$ cat config.mk
export PLATFORM = sky130hd
export DESIGN_NAME = vram_wr_arbiter
export DESIGN_NICKNAME = d
export VERILOG_FILES = /design/src/rtl/vram_wr_arbiter_pkg.sv /design/src/rtl/sync_fifo.sv /design/src/rtl/vram_wr_arbiter.sv
export SDC_FILE = /design/constraint.sdc
export NUM_CORES = 1
export LEC_CHECK = 0
export ABC_CLOCK_PERIOD_IN_PS = 3500
export CAP_MARGIN = 10
export CORE_MARGIN = 4
export CORE_UTILIZATION = 47
export DETAILED_ROUTE_END_ITERATION = 7
export GPL_TIMING_DRIVEN = 0
export PLACE_DENSITY = 0.7
export SLEW_MARGIN = 20
export SYNTH_ARGS = -nofsm -noshare
export SYNTH_HDL_FRONTEND = slang
export SYNTH_SLANG_ARGS = --single-unit
$ cat constraint.sdc
create_clock -name clk -period 3.5 [get_ports clk]
set_input_delay 1.05 -clock clk [delete_from_list [all_inputs] [get_ports clk]]
set_output_delay 1.05 -clock clk [all_outputs]
set_load 0.02 [all_outputs]
$ cat src/rtl/vram_wr_arbiter_pkg.sv
// vram_wr_arbiter_pkg: VRAM bus widths and fill-engine state encoding shared by the VRAM-side blocks
package vram_wr_arbiter_pkg;
  localparam int VRAM_AW = 13;
  localparam int VRAM_DW = 8;
  typedef enum logic {FILL_IDLE = 1'b0, FILL_RUN = 1'b1} fillState_t;
endpackage

$ cat src/rtl/sync_fifo.sv
// sync_fifo: single-clock FIFO with show-ahead output
//   clk/rst: clock and async active-high reset; push/din: write side
//   pop/dout: read side, dout valid while !empty; count: current occupancy
module sync_fifo #(
  parameter int WIDTH = 8,
  parameter int DEPTH = 4,
  localparam int AW = $clog2(DEPTH)
) (
  input  logic             clk,
  input  logic             rst,
  input  logic             push,
  input  logic [WIDTH-1:0] din,
  input  logic             pop,
  output logic [WIDTH-1:0] dout,
  output logic [AW:0]      count,
  output logic             empty
);
  logic [WIDTH-1:0] mem [DEPTH];
  logic [AW-1:0] wrPtr, rdPtr;
  always_ff @(posedge clk) if (push) mem[wrPtr] <= din;
  always_ff @(posedge clk or posedge rst) begin
    if (rst) begin
      wrPtr <= '0;
      rdPtr <= '0;
      count <= '0;
    end else begin
      wrPtr <= wrPtr + AW'(push);
      rdPtr <= rdPtr + AW'(pop);
      count <= count + (AW+1)'(push) - (AW+1)'(pop);
    end
  end
  assign dout = mem[rdPtr];
  assign empty = count == '0;
endmodule

$ cat src/rtl/vram_wr_arbiter.sv
// vram_wr_arbiter: shares the VRAM write port between buffered host writes and a constant-fill engine
//   host:  hostWrAddr/Data/Valid in, hostWrReady out (registered)
//   fill:  fillStart/Addr/Len/Data in, fillBusy/fillDone out
//   vram:  vramWrAddr/Data/vramWr out, all registered
module vram_wr_arbiter
  import vram_wr_arbiter_pkg::*;
#(
  parameter int FIFO_DEPTH = 4,
  parameter int HOST_BURST = 3
) (
  input  logic               clk,
  input  logic               rst,
  input  logic [VRAM_AW-1:0] hostWrAddr,
  input  logic [VRAM_DW-1:0] hostWrData,
  input  logic               hostWrValid,
  output logic               hostWrReady,
  input  logic               fillStart,
  input  logic [VRAM_AW-1:0] fillAddr,
  input  logic [VRAM_AW-1:0] fillLen,
  input  logic [VRAM_DW-1:0] fillData,
  output logic               fillBusy,
  output logic               fillDone,
  output logic [VRAM_AW-1:0] vramWrAddr,
  output logic [VRAM_DW-1:0] vramWrData,
  output logic               vramWr
);
  localparam int CW = $clog2(FIFO_DEPTH) + 1;
  localparam int SW = $clog2(HOST_BURST + 1);
  fillState_t state, stateNext;
  logic [VRAM_AW-1:0] fillAddrQ, fillRem;
  logic [VRAM_DW-1:0] fillDataQ;
  logic [SW-1:0] streak;
  logic [VRAM_AW+VRAM_DW-1:0] fifoOut;
  logic [CW-1:0] fifoCount, nextCount;
  logic fifoEmpty, hostPush, hostReq, fillReq, hostGrant, fillGrant, lastFill, startOk;
  assign hostPush = hostWrValid && hostWrReady;
  assign nextCount = fifoCount + CW'(hostPush) - CW'(hostGrant);
  sync_fifo #(.WIDTH(VRAM_AW + VRAM_DW), .DEPTH(FIFO_DEPTH)) hostFifo (
    .clk(clk),
    .rst(rst),
    .push(hostPush),
    .din({hostWrAddr, hostWrData}),
    .pop(hostGrant),
    .dout(fifoOut),
    .count(fifoCount),
    .empty(fifoEmpty)
  );
  // Host wins unless it has already taken HOST_BURST grants in a row against a running fill.
  always_comb begin
    hostReq = !fifoEmpty;
    fillReq = state == FILL_RUN;
    hostGrant = hostReq && (!fillReq || streak != SW'(HOST_BURST));
    fillGrant = fillReq && !hostGrant;
    lastFill = fillGrant && fillRem == VRAM_AW'(1);
    startOk = fillStart && !fillBusy;
    stateNext = fillReq ? (lastFill ? FILL_IDLE : FILL_RUN)
                        : ((startOk && fillLen != '0) ? FILL_RUN : FILL_IDLE);
  end
  always_ff @(posedge clk or posedge rst) begin
    if (rst) state <= FILL_IDLE;
    else state <= stateNext;
  end
  // fillBusy covers the cycle carrying the final write, so a new start cannot overlap fillDone.
  always_ff @(posedge clk or posedge rst) begin
    if (rst) begin
      hostWrReady <= 1'b0;
      fillBusy <= 1'b0;
      fillDone <= 1'b0;
      streak <= '0;
      vramWr <= 1'b0;
      vramWrAddr <= '0;
      vramWrData <= '0;
      fillAddrQ <= '0;
      fillRem <= '0;
      fillDataQ <= '0;
    end else begin
      hostWrReady <= nextCount < CW'(FIFO_DEPTH);
      fillBusy <= fillReq || stateNext == FILL_RUN;
      fillDone <= lastFill || (startOk && fillLen == '0);
      streak <= (!fillReq || fillGrant) ? '0 : hostGrant ? streak + SW'(1) : streak;
      vramWr <= hostGrant || fillGrant;
      if (hostGrant) {vramWrAddr, vramWrData} <= fifoOut;
      else if (fillGrant) {vramWrAddr, vramWrData} <= {fillAddrQ, fillDataQ};
      if (!fillReq && startOk) begin
        fillAddrQ <= fillAddr;
        fillRem <= fillLen;
        fillDataQ <= fillData;
      end else if (fillGrant) begin
        fillAddrQ <= fillAddrQ + VRAM_AW'(1);
        fillRem <= fillRem - VRAM_AW'(1);
      end
    end
  end
endmodule
==> Word level (Yosys, flattened, before mapping) <==
Memory sizes are Yosys's and may differ from the RTL's.
Cells that the tools add are included.
{ "totals": {"register_bits": 69, "ramBits": 84, "input_bits": 59, "output_inout_bits": 25, "wordCells": 63, "memories": 1} }
{ "op_classes": {"addsub": 7, "n_lt_le_gt_ge": 1, "n_eq_ne": 2, "n_mux": 15, "reduce_logical": 23} }
{ "mem_list": {"columns": ["name", "words", "width", "rd", "rd_clocked_by_memory_dff", "wr", "line", "rtl"], "rows": [
  ["hostFifo.mem", 4, 21, 1, 0, 1, "sync_fifo.sv:18", "logic [WIDTH-1:0] mem [DEPTH];"]
]} }
{ "ops": {"columns": ["cell", "n"], "rows": [
  ["13-bit two-way mux", 6],
  ["8-bit two-way mux", 2],
  ["13-bit by 1-bit adder with 13-bit output (second input constant)", 1],
  ["13-bit by 1-bit equality test with 1-bit output (second input constant)", 1],
  ["13-bit zero test", 1],
  ["13-bit nonzero test", 1],
  ["13-bit by 1-bit subtractor with 13-bit output (second input constant)", 1],
  ["1-bit logical AND", 8],
  ["2-bit nonzero test", 3],
  ["1-bit logical OR", 5],
  ["1-bit two-way mux", 5],
  ["2-bit by 1-bit adder with 2-bit output", 2],
  ["1-bit zero test", 4],
  ["2-bit two-way mux", 2],
  ["3-bit by 1-bit adder with 3-bit output", 1],
  ["3-bit zero test", 1],
  ["3-bit < comparator (second input constant)", 1],
  ["3-bit by 1-bit subtractor with 3-bit output", 1],
  ["2-bit by 1-bit adder with 2-bit output (second input constant)", 1],
  ["2-bit != test (second input constant)", 1]
]} }

==> Longest topological paths before layout <==
Gate-level depths: netlist (run 1).
{ "logic_depth": {"depth_word": 9, "ltp_mapped": 10, "ltp_nobuf": 9} }

==> By module <==
A second synthesis (run 1) with hierarchy kept.
{ "unflattened": {"hier_cells": 458, "hier_area_um2": 6451.2} }
{ "modules_own_cells": {"columns": ["mod", "n_inst", "cells_each", "area_per_inst_um2", "seq_area_each_um2"], "rows": [
  ["sync_fifo", 1, 134, 3373.2, 2697.6],
  ["vram_wr_arbiter", 1, 324, 3078.0, 1551.5]
]} }

==> Worst setup path before layout (run 1) <==
No wires, ideal clock.
{ "synth_path": {"path_type": "input to register", "from": "input port hostWrValid", "to": "memory hostFifo.mem[1][0] (netlist bit), enable pin", "setup_time_ps": 430, "t_arrival_ps": 2772, "t_required_ps": 3070, "setup_slack_ps": 298, "stages": 2, "path_buffers": 0, "path_cell_list": "nand2_1 nor3b_1"} }
{ "synth_between": {"elab_chain_len": 3} }
{ "synth_lines": {"columns": ["item", "line", "rtl"], "rows": [
  ["start: declaration", "vram_wr_arbiter.sv:15", "input logic hostWrValid,"],
  ["1-bit logical AND", "vram_wr_arbiter.sv:36", "assign hostPush = hostWrValid && hostWrReady;"],
  ["1-bit two-way mux", "sync_fifo.sv:20", "always_ff @(posedge clk) if (push) mem[wrPtr] <= din;"],
  ["1-bit two-way mux (not written as such)", "sync_fifo.sv:20", null],
  ["end: declaration", "sync_fifo.sv:18", null]
]} }
No other way between the ends.

==> Worst setup path in the final report (run 1) <==
{ "layout_path": {"from": "input port fillStart", "to": "register fillRem[9]"} }
{ "layout_between": {"elab_chain_len": 3, "elab_cells_between_ends": 4, "classes_between": "mux: 1; reduce/logical: 3"} }
{ "layout_lines": {"columns": ["item", "line", "rtl"], "rows": [
  ["start: declaration", "vram_wr_arbiter.sv:17", "input logic fillStart,"],
  ["1-bit logical AND (*)", "vram_wr_arbiter.sv:55", "startOk = fillStart && !fillBusy;"],
  ["1-bit logical AND (*)", "vram_wr_arbiter.sv:84", "if (!fillReq && startOk) begin"],
  ["13-bit two-way mux / 2-bit nonzero test (equally long branches)", null, null],
  ["end signal: assignment", "vram_wr_arbiter.sv:86", "fillRem <= fillLen;"],
  ["end signal: assignment", "vram_wr_arbiter.sv:90", "fillRem <= fillRem - VRAM_AW'(1);"],
  ["end: declaration", "vram_wr_arbiter.sv:30", "logic [VRAM_AW-1:0] fillAddrQ, fillRem;"]
]} }
Mark *: on every way between the ends. The rest lies on a longest branch, timed or not.
A chain may end at the register's enable or synchronous reset.

==> qor.yml, run 1 <==
floorplan:
  placementRows: 42
  core-area_um2: 13240
  io_pins: 84
  dieWidth_um: 124.1
  dieArea_um2: 15390
  die_h_um: 124.1
  initial_core_util: 0.4781
yosys:
  netlist_instances: 457
  netlist_top_cells_area: "edfxtp_1 (40%), dfrtp_1 (27%), mux4_2 (7.5%)"
  synth_top_cell_area_share: 0.3984
  syn-cell-area_um2: 6331
  async_reset_ff_frac: 0.4510
  avgSynthCellArea_um2: 13.85
  synth_top_flop_cell: "edfxtp_1"
  synth_compound_area_frac: 0.08577
  synth_simple_gate_area_frac: 0.1211
  ys_seq_elements: 153
  syn_nets: 523
  yosysWarnings: 0
  synth.distinct_cells: 46
  synth_edf_count: 84
  synthAdderAreaFrac: 0.01502
  synth-seq-area-share: 0.6711
  synth_top_family_by_area: "simple AND/OR/NAND/NOR gates"
  synthMuxAreaShare: 0.07628
  synth_area_leader_cell: "edfxtp_1"
  synth_xor_area_frac: 0.009684
cells_and_area:
  final_cell_mix: "nand2_1 (87), edfxtp_1 (84), clkdlybuf4s50_1 (83)"
  drive_above_1_share: 0.1278
  final_common_cell: "nand2_1"
  nets: 632
  syn2layout_area_growth_pct: 27.61
  stdcell_area_um2: 8079
  antennaDiodeCount: 0
  final_core_util: 0.6101
timing:
  finalHoldViolCount: 0
  setup_viol: 0
  fmax_ghz: 0.3572
  rsz0062_at_grt: "false"
  tns_ns: 0
  max_slew.worst_pin.slew_ns: 0.7476
  relSlewSlack: 0.4994
  whs_ns: 0.4380
  period_share: 0.7999
  skew_ns: 0.01573
  fin_crit_ns: 2.800
  drv_slew: 0
global_routing:
  grt_max_degree: 48
  grt_pass1_wl_mm: 22.98
  grt_usage: 0.2021
  grt_pass1_vias: 4313
  antenna_found_initial: 0
  grt_remaining_overflow: 0
clocking:
  htree_levels: 4
  clk_pin_slew_ns: 0.06
  cts_hold_buf: 0
  clock_latency_ns: 0.43
  cts_tree: "done"
  clock-sinks: 153
  clockBufferDepth: 2
  cts_resized: 0
  cts_buffers: 17
  post_cts_buffers: 0
  clock-root-buffer: "clkbuf_16"
critical_path:
  crit_type: "in2reg"
  critPathArrivalTime_ns: 3.15
  r2r_slack_ns: 0.73
  crit_path_start_kind: "primary input"
  crit_fanout: 10
  r2r-start: "fillReq$_DFF_PP0_"
  worst_r2r_endpoint: "hostFifo.count[2]$_DFF_PP0_"
  reg2reg_depth: 10
  required_ns: 3.85
  critPathCaptureType: "flop"
worst_hold_path:
  min_from: "streak[0]$_DFFE_PP0P_"
  hold_path.class: "reg2reg"
  min_to: "streak[0]$_DFFE_PP0P_"
  whs_path_depth: 1
power:
  switchingPower_w: 0.002205
  vdd_drop_max_v: 0.0004251
  switching_share: 0.3348
  pwr-share-seq: 0.415
  p_total_w: 0.006586
  power_density_nw_per_um2: 815.2
  p_leak_nw: 3.061
  intPower_w: 0.004381
  clkPwrFrac: 0.266
  comb_power_share: 0.319
placed_design:
  portBuffers: 83
  placed_area_um2: 7495
  dpl.hpwl_mm: 10.01
  gp_congestion: 0.8369
routing:
  postRouteAntennaNets: 0
  drtPass1Iterations: 4
  avgRoutedWirePerCell_um: 19.14
  vias: 4268
  drt_iter0_drc: 364
  drt-total-wl_mm: 14.45
  route.detailed.drc: 0
  via_per_inst: 5.653
flow_run:
  maxCapViolCount: 0
outcome:
  status: "finished clean"
metrics by stage:
step                setup WS (ns)  std cells
floorplan                  0.2980        457
global placement           -1.376        716
detailed placement         0.2575        723
CTS                        0.6876        755
global route               0.4350        755
finish                     0.7002        755
power by group through the flow:
| stage | Clock, W | Combinational (W) | Sequential [W] |
|---|---|---|---|
| after global routing | 0.00186 | 0.00232 | 0.00279 |
| after detailed placement | 0 | 0.00211 | 0.00275 |
| final | 0.00176 | 0.00210 | 0.00273 |
| after CTS | 0.00178 | 0.00213 | 0.00273 |
| after global placement | 0 | 0.00201 | 0.00274 |
| after floorplan | 0 | 0.00120 | 0.00282 |
final cells by class:
| class | instances | area [um2] |
|---|---|---|
| fill | 1045 | 5164 |
| inverter | 10 | 40.04 |
| clock buffer | 22 | 505.5 |
| clock inverter | 10 | 77.57 |
| sequential | 153 | 4249 |
| tap | 176 | 220.2 |
| buffer | 24 | 95.09 |
| timing repair buffer | 90 | 925.9 |
| multi-input combinational | 270 | 1966 |
cell families (layout without fill, tap and decap cells):
family,count (synthesis),count (layout)
multiplexers,22,22
flip-flops,153,153
buffers and inverters,34,156
XOR/XNOR,7,7
AO/OA/AOI/OAI,71,71
AND/OR/NAND/NOR,163,163
adder cells (fa/ha/maj),7,7
flip-flops by register name, summed over array words and instances, names as in the netlist:
name            count
fillDataQ           8
hostFifo.mem       84
fillReq             1
fillBusy            1
vramWr              1
vramWrData          8
hostFifo.rdPtr      2
vramWrAddr         13
hostFifo.wrPtr      2
fillAddrQ          13
fillDone            1
hostFifo.count      3
streak              2
fillRem            13
hostWrReady         1
cell usage after synthesis (all sizes together), types with 2 or more instances:
library cell	count
a211oi	2
a21o	3
a21oi	3
a221o	9
a22oi	2
a32oi	18
and3	5
buf	6
clkbuf	18
dfrtp	69
edfxtp	84
ha	6
inv	10
mux4	21
nand2	87
nand2b	2
nand3	12
nand4	3
nor2	17
nor3	6
nor3b	8
nor4	8
o211ai	6
o21ai	15
o22ai	2
o311ai	4
o31ai	2
or3	4
or4	5
xnor2	4
xor2	3
per-layer routing:
metal  up-vias  track usage  routed length [um]
li1       1975            -                   -
met2       121       0.3291                7260
met1      2152       0.2628                6156
met4         0      0.06434                 214
met5         -            0                   0
met3        20      0.05995                 819
worst max-delay path, stage by stage:
cell,delay [ns]
clkdlybuf4s50_1,0.49
nor3b_1,0.32
clkbuf_1,0.50
clkbuf_1,0.55
nand2_1,0.14
nand3_1,0.10
worst max-delay path by stage:
stage / startpoint / endpoint / depth (start not counted)
after CTS: fillStart / fillRem[9]$_DFFE_PP0P_ / 6
after global routing: fillReq$_DFF_PP0_ / hostFifo.count[2]$_DFF_PP0_ / 10
after detailed placement: fillStart / fillRem[7]$_DFFE_PP0P_ / 7
after global placement: hostWrValid / hostFifo.mem[2][11]$_DFFE_PP_ / 3
after floorplan: hostWrValid / hostFifo.mem[1][0]$_DFFE_PP_ / 2
final: fillStart / fillRem[9]$_DFFE_PP0P_ / 6
No activity file was read; power rests on OpenSTA's default activity.
==> run 2: changes to the inputs <==
--- a/config.mk
+++ b/config.mk
@@ -5,7 +5,7 @@
 export SDC_FILE = /design/constraint.sdc
 export NUM_CORES = 1
 export LEC_CHECK = 0
-export ABC_CLOCK_PERIOD_IN_PS = 3500
+export ABC_CLOCK_PERIOD_IN_PS = 2800
 export CAP_MARGIN = 10
 export CORE_MARGIN = 4
 export CORE_UTILIZATION = 47
==> constraint.sdc (replaced) <==
create_clock -name clk -period 2.8 [get_ports clk]
set_input_delay 0.84 -clock clk [delete_from_list [all_inputs] [get_ports clk]]
set_output_delay 0.84 -clock clk [all_outputs]
set_load 0.02 [all_outputs]
==> run 2 against run 1 <==
Compared with the run above:
- first-iteration DRC count is 8.8% lower
- via count fell by 0.52%
- sequential power grew 25%
- sequential share of layout area fell by 0.44 points
==> qor.yml, run 2 (synthesis results as in run 1) <==
clocking:
  clock_latency_ns: 0.43  # about the same
  clock-sinks: 153  # unchanged
  htree_levels: 4  # unchanged
  post_cts_buffers: 0  # unchanged
  cts_buffers: 17  # unchanged
  clock-root-buffer: "clkbuf_16"  # unchanged
  cts_tree: "done"  # unchanged
  cts_hold_buf: 0  # unchanged
  clk_pin_slew_ns: 0.06  # about the same
  clockBufferDepth: 2  # unchanged
placed_design:
  placed_area_um2: 7498  # was 7495 um2
  place_ws_ns: -0.2377  # was 0.2575 ns
  dpl.hpwl_mm: 10.03  # was 10.01 mm
  gp_congestion: 0.8146  # was 0.8369
  portBuffers: 83  # unchanged
critical_path:
  crit_fanout: 10  # unchanged
  crit_type: "in2reg"  # unchanged
  required_ns: 3.10  # was 3.85 ns
  cpPeakStageDelay_ns: 0.50  # was 0.55 ns
  critPathCaptureType: "flop"  # unchanged
  cp_cell_sequence: "clkdlybuf4s50_1, or3b_2, clkbuf_1, nand3_1, buf_2, o21ai_0, a221o_1"  # was clkdlybuf4s50_1, nor3b_1, clkbuf_1, clkbuf_1, nand2_1, nand3_1
  crit_path_start_kind: "primary input"  # unchanged
  timing.critical_path.buf_inv: 3  # unchanged
  critPathArrivalTime_ns: 2.91  # was 3.15 ns
  critPathSlowestCell: "clkdlybuf4s50_1"  # was clkbuf_1
  critPathTopFamily: "buffers and inverters"  # unchanged
cells_and_area:
  final_common_cell: "nand2_1"  # unchanged
  largest_reg_flops: 84  # unchanged
  final_cell_mix: "nand2_1 (87), edfxtp_1 (84), clkdlybuf4s50_1 (83)"  # unchanged
  nets: 630  # was 632
  final_core_util: 0.6153  # was 0.6101
  stdcell_area_um2: 8148  # was 8079 um2
  drive_above_1_share: 0.1231  # was 0.1278
  syn2layout_area_growth_pct: 28.70  # was 27.61%
  largest_register: "hostFifo.mem"  # unchanged
  antennaDiodeCount: 0  # unchanged
timing:
  period_share: 0.9315
  skew_ns: 0.008308  # was 0.01573 ns
  timing.final.ws_setup_ns: 0.1919  # was 0.7002 ns
  fin_crit_ns: 2.608
  rsz0062_at_grt: "false"  # unchanged
  finalHoldViolCount: 0  # unchanged
  fmax_ghz: 0.3834
  drv_slew: 0  # unchanged
  max_slew.worst_pin.slew_ns: 0.7038  # was 0.7476 ns
  tns_ns: 0  # unchanged
  setup_viol: 0  # unchanged
  relSlewSlack: 0.5304  # was 0.4994
floorplan:
  io_pins: 84  # unchanged
  placementRows: 42  # unchanged
  core-area_um2: 13240  # unchanged
  die_h_um: 124.1  # unchanged
  dieArea_um2: 15390  # unchanged
  initial_core_util: 0.4781  # unchanged
  dieWidth_um: 124.1  # unchanged
outcome:
  status: "finished clean"  # unchanged
global_routing:
  grt_remaining_overflow: 0  # unchanged
  grt_pass1_vias: 4409  # was 4313
  antenna_found_initial: 0  # unchanged
  grt_max_degree: 57  # was 48
  grt_usage: 0.1986  # was 0.2021
  grt_pass1_wl_mm: 22.77  # was 22.98 mm
routing:
  avgRoutedWirePerCell_um: 19.16  # was 19.14 um
  drt-total-wl_mm: 14.43  # was 14.45 mm
  drtPass1Iterations: 5  # was 4
  drt_iter0_drc: 332  # was 364
  postRouteAntennaNets: 0  # unchanged
  route.detailed.drc: 0  # unchanged
  vias: 4246  # was 4268
  via_per_inst: 5.639  # was 5.653
worst_hold_path:
  hold_path.class: "reg2reg"  # unchanged
power:
  vdd_drop_max_v: 0.0007515  # was 0.0004251 V
  p_leak_nw: 3.088  # was 3.061 nW
  power_density_nw_per_um2: 1047  # was 815.2 nW/um2
flow_run:
  maxCapViolCount: 0  # unchanged
==> run 2: what timing repair did <==
item                       4_1_cts  5_1_grt
pin swaps                        0        0
resized for setup                1        2
setup endpoints to repair        1        1
==> run 2: final timing paths <==
path	from	to	slack, ns	cells after the start
setup / recovery	fillStart	fillRem[7]$_DFFE_PP0P_	0.19	7
hold / removal	streak[0]$_DFFE_PP0P_	streak[0]$_DFFE_PP0P_	0.44	1
setup reg to reg	hostFifo.count[1]$_DFF_PP0_	hostFifo.count[2]$_DFF_PP0_	0.22	9
hold reg to reg	streak[0]$_DFFE_PP0P_	streak[0]$_DFFE_PP0P_	0.44	1
max in group asynchronous	rst	fillDataQ[0]$_DFFE_PP0P_	1.56	3
min in group asynchronous	rst	fillRem[8]$_DFFE_PP0P_	0.70	2
==> run 2: cell type report <==
cell class / count / area (um2)
Clock buffer: 22 / 496.7
Timing Repair Buffer: 88 / 910.9
Multi-Input combinational cell: 270 / 1983
Buffer: 24 / 97.59
Inverter: 10 / 40.04
Fill cell: 1044 / 5095
Sequential cell: 153 / 4249
Tap cell: 176 / 220.2
Clock inverter: 10 / 150.1
==> run 2: report_power, final <==
group | total [W] | internal (W) | switching (W)
combinational | 0.00263 | 0.00119 | 0.00144
sequential | 0.00342 | 0.00299 | 0.000432
clock | 0.00247 | 0.00155 | 0.000922
==> run 2: stage by stage <==
step / total power (W) / hold WS (ns) / cells
after global placement: 0.005954 / 0.4222 / 716
after detailed placement: 0.006106 / 0.4272 / 721
final: 0.008531 / 0.4394 / 753
after CTS: 0.008602 / 0.4394 / 753
after floorplan: 0.005032 / 0.4074 / 457
after global routing: 0.008994 / 0.4523 / 753
==> run 2: layer usage <==
layer	global-route usage	vias to the layer above	share of wire
met5	0	-	0
met4	0.06160	0	0.014
met3	0.05177	17	0.051
met2	0.3236	123	0.51
met1	0.2634	2152	0.43
li1	-	1954	-
==> run 3: changes to the inputs <==
--- a/config.mk
+++ b/config.mk
@@ -8,11 +8,11 @@
 export ABC_CLOCK_PERIOD_IN_PS = 2800
 export CAP_MARGIN = 10
 export CORE_MARGIN = 4
-export CORE_UTILIZATION = 47
+export CORE_UTILIZATION = 45
 export DETAILED_ROUTE_END_ITERATION = 7
 export GPL_TIMING_DRIVEN = 0
-export PLACE_DENSITY = 0.7
-export SLEW_MARGIN = 20
+export PLACE_DENSITY = 0.67
+export SKIP_LAST_GASP = 1
 export SYNTH_ARGS = -nofsm -noshare
 export SYNTH_HDL_FRONTEND = slang
 export SYNTH_SLANG_ARGS = --single-unit
==> run 3 against run 2 <==
Compared with the run above:
- combinational power is essentially flat
- sequential share of layout area grew 0.82 points
- highest routed layer unchanged
- first-iteration DRC count grew 24%
- clock power shrank 13%
- flip-flop and latch count is the same
- via count is essentially flat
- non-clock buffer count shrank 2
- worst setup slack lost 0.010 ns
- wire length grew 0.76%
- hold slack lost 0.0087 ns
- largest cell class unchanged
- global-route usage shrank 0.56 points
- sequential power is essentially flat
==> qor.yml, run 3 (synthesis results as in run 1) <==
routing:
  maxUsedRoutingLayer: "met4"  # unchanged
  wl_met3_um: 802  # was 740 um
  drt_iter0_drc: 412  # was 332
  avgRoutedWirePerCell_um: 19.26  # was 19.16 um
  vias: 4243  # was 4246
  via_per_inst: 5.620  # was 5.639
  m1WireLength_mm: 6.265  # was 6.184 mm
  drtPass1Iterations: 5  # unchanged
  wl_met2_mm: 7.262  # was 7.308 mm
  postRouteAntennaNets: 0  # unchanged
  drt-total-wl_mm: 14.54  # was 14.43 mm
  route.detailed.drc: 0  # unchanged
global_routing:
  grt_max_degree: 70  # was 57
  grt_pass1_wl_mm: 24.01  # was 22.77 mm
  grt_remaining_overflow: 0  # unchanged
  grt_usage: 0.1930  # was 0.1986
  grt_pass1_vias: 4475  # was 4409
  antenna_found_initial: 0  # unchanged
timing:
  fmax_ghz: 0.3819  # was 0.3834 GHz
  drv_slew: 0  # unchanged
  whs_ns: 0.4307  # was 0.4394 ns
  relSlewSlack: 0.2631  # was 0.5304
  setup_viol: 0  # unchanged
  period_share: 0.9351  # was 0.9315
  timing.final.ws_setup_ns: 0.1818  # was 0.1919 ns
  finalHoldViolCount: 0  # unchanged
  rsz0062_at_grt: "false"  # unchanged
  max_slew.worst_pin.slew_ns: 1.105  # was 0.7038 ns
  fin_crit_ns: 2.618  # was 2.608 ns
  skew_ns: 0.007256  # was 0.008308 ns
critical_path:
  required_ns: 3.10  # about the same
  critPathArrivalTime_ns: 2.92  # was 2.91 ns
  cp_cell_sequence: "clkdlybuf4s50_1, or3b_2, clkbuf_1, nand3_1, buf_2, o21ai_0, a221o_1"  # unchanged
  crit_type: "in2reg"  # unchanged
  crit_path_start_kind: "primary input"  # unchanged
  critPathCaptureType: "flop"  # unchanged
  crit_fanout: 10  # unchanged
  critPathSlowestCell: "clkdlybuf4s50_1"  # unchanged
  reg2reg_depth: 9  # unchanged
  cpPeakStageDelay_ns: 0.50  # about the same
power:
  comb_power_share: 0.320  # was 0.309
  switching_share: 0.3417  # was 0.3277
  clkPwrFrac: 0.263  # was 0.290
  vdd_drop_max_v: 0.0008505  # was 0.0007515 V
  p_total_w: 0.008228  # was 0.008531 W
  p_leak_nw: 3.016  # was 3.088 nW
  power_density_nw_per_um2: 1026  # was 1047 nW/um2
  pwr-share-seq: 0.417  # was 0.401
  intPower_w: 0.005416  # was 0.005735 W
  switchingPower_w: 0.002812  # was 0.002795 W
clocking:
  clock-root-buffer: "clkbuf_16"  # unchanged
  post_cts_buffers: 0  # unchanged
  htree_levels: 4  # unchanged
  clk_pin_slew_ns: 0.06  # about the same
  cts_buffers: 17  # unchanged
  clockBufferDepth: 2  # unchanged
  clock-sinks: 153  # unchanged
  clock_latency_ns: 0.42  # was 0.43 ns
  cts_tree: "done"  # unchanged
placed_design:
  place_ws_ns: -0.2964  # was -0.2377 ns
  portBuffers: 83  # unchanged
  gp_congestion: 0.8139  # was 0.8146
  dpl.hpwl_mm: 9.975  # was 10.03 mm
  placed_area_um2: 7468  # was 7498 um2
cells_and_area:
  final_core_util: 0.5801  # was 0.6153
  antennaDiodeCount: 0  # unchanged
  final_cell_mix: "nand2_1 (87), edfxtp_1 (84), clkdlybuf4s50_1 (83)"  # unchanged
  final_common_cell: "nand2_1"  # unchanged
  drive_above_1_share: 0.1165  # was 0.1231
  largest_reg_flops: 84  # unchanged
  largest_register: "hostFifo.mem"  # unchanged
  syn2layout_area_growth_pct: 26.70  # was 28.70%
  nets: 628  # was 630
  stdcell_area_um2: 8021  # was 8148 um2
  fill_cells: 1089  # was 1044
floorplan:
  io_pins: 84  # unchanged
  placementRows: 43  # was 42
  initial_core_util: 0.4579  # was 0.4781
  dieArea_um2: 16030  # was 15390 um2
  core-area_um2: 13830  # was 13240 um2
  dieWidth_um: 126.6  # was 124.1 um
  die_h_um: 126.6  # was 124.1 um
flow_run:
  maxCapViolCount: 0  # unchanged
outcome:
  status: "finished clean"  # unchanged
worst_hold_path:
  hold_path.class: "reg2reg"  # unchanged
  whs_path_depth: 1  # unchanged
[run 3: changes by cell type in the layout (fill, tap and decap cells not counted), moves of 2 or more]
cell / before / now
clkbuf_1: 18 / 20
clkinv_2: 0 / 2
clkinvlp_4: 1 / 3
bufinv_16: 3 / 1
clkbuf_16: 19 / 17
buf_6: 2 / 0
[run 3: worst paths after layout]
kind                       slack, ns                         from                           to
setup / recovery                0.18                    fillStart       fillRem[7]$_DFFE_PP0P_
hold / removal                  0.43        streak[0]$_DFFE_PP0P_        streak[0]$_DFFE_PP0P_
setup reg to reg                0.24  hostFifo.count[1]$_DFF_PP0_  hostFifo.count[2]$_DFF_PP0_
hold reg to reg                 0.43        streak[0]$_DFFE_PP0P_        streak[0]$_DFFE_PP0P_
max in group asynchronous       1.29                          rst    vramWrAddr[2]$_DFFE_PP0P_
min in group asynchronous       0.95                          rst     fillDataQ[1]$_DFFE_PP0P_
[run 3: power groups by stage]
stage	registers (W)	clock network, W	logic (W)
floorplan	0.00352	0	0.00151
global placement	0.00343	0	0.00254
detailed placement	0.00346	0	0.00266
CTS	0.00343	0.00221	0.00267
global route	0.00349	0.00230	0.00291
finish	0.00343	0.00216	0.00263
[run 3: final cells by class]
class                   instances  area (um2)  share of cell area
flip-flops and latches        153        4249              0.5297
multi-input cells             270        1983              0.2472
repair buffers                 86       875.8              0.1092
clock buffers                  20       436.7             0.05444
well taps                     180       225.2             0.02808
clock inverters                12       115.1             0.01435
plain buffers                  24       96.34             0.01201
inverters                      10       40.04            0.004991
[run 3: through the flow]
step | TNS (ns) | cells
final | 0 | 755
after global routing | 0 | 755
after CTS | 0 | 755
after detailed placement | -9.058 | 723
after global placement | -113.82 | 720
after floorplan | 0 | 457
[run 3: critical path: cells and delay by family]
kind                   cells  cell delay, ns
and+or+nand+nor            2            0.69
AOI/OAI and AO/OA          2            0.44
buffers and inverters      3            0.94
[run 3: routing by layer]
layer  up-vias  track usage
met5         -            0
met4         0      0.05300
met3        20      0.05389
met2       125       0.3169
met1      2141       0.2547
li1       1957            -
[run 3: timing repair]
item | 4_1_cts | 5_1_grt
hold endpoints to repair | 0 | 0
setup endpoints to repair | 0 | 2
hold buffers | 0 | 0
gates resized for setup | 0 | 2
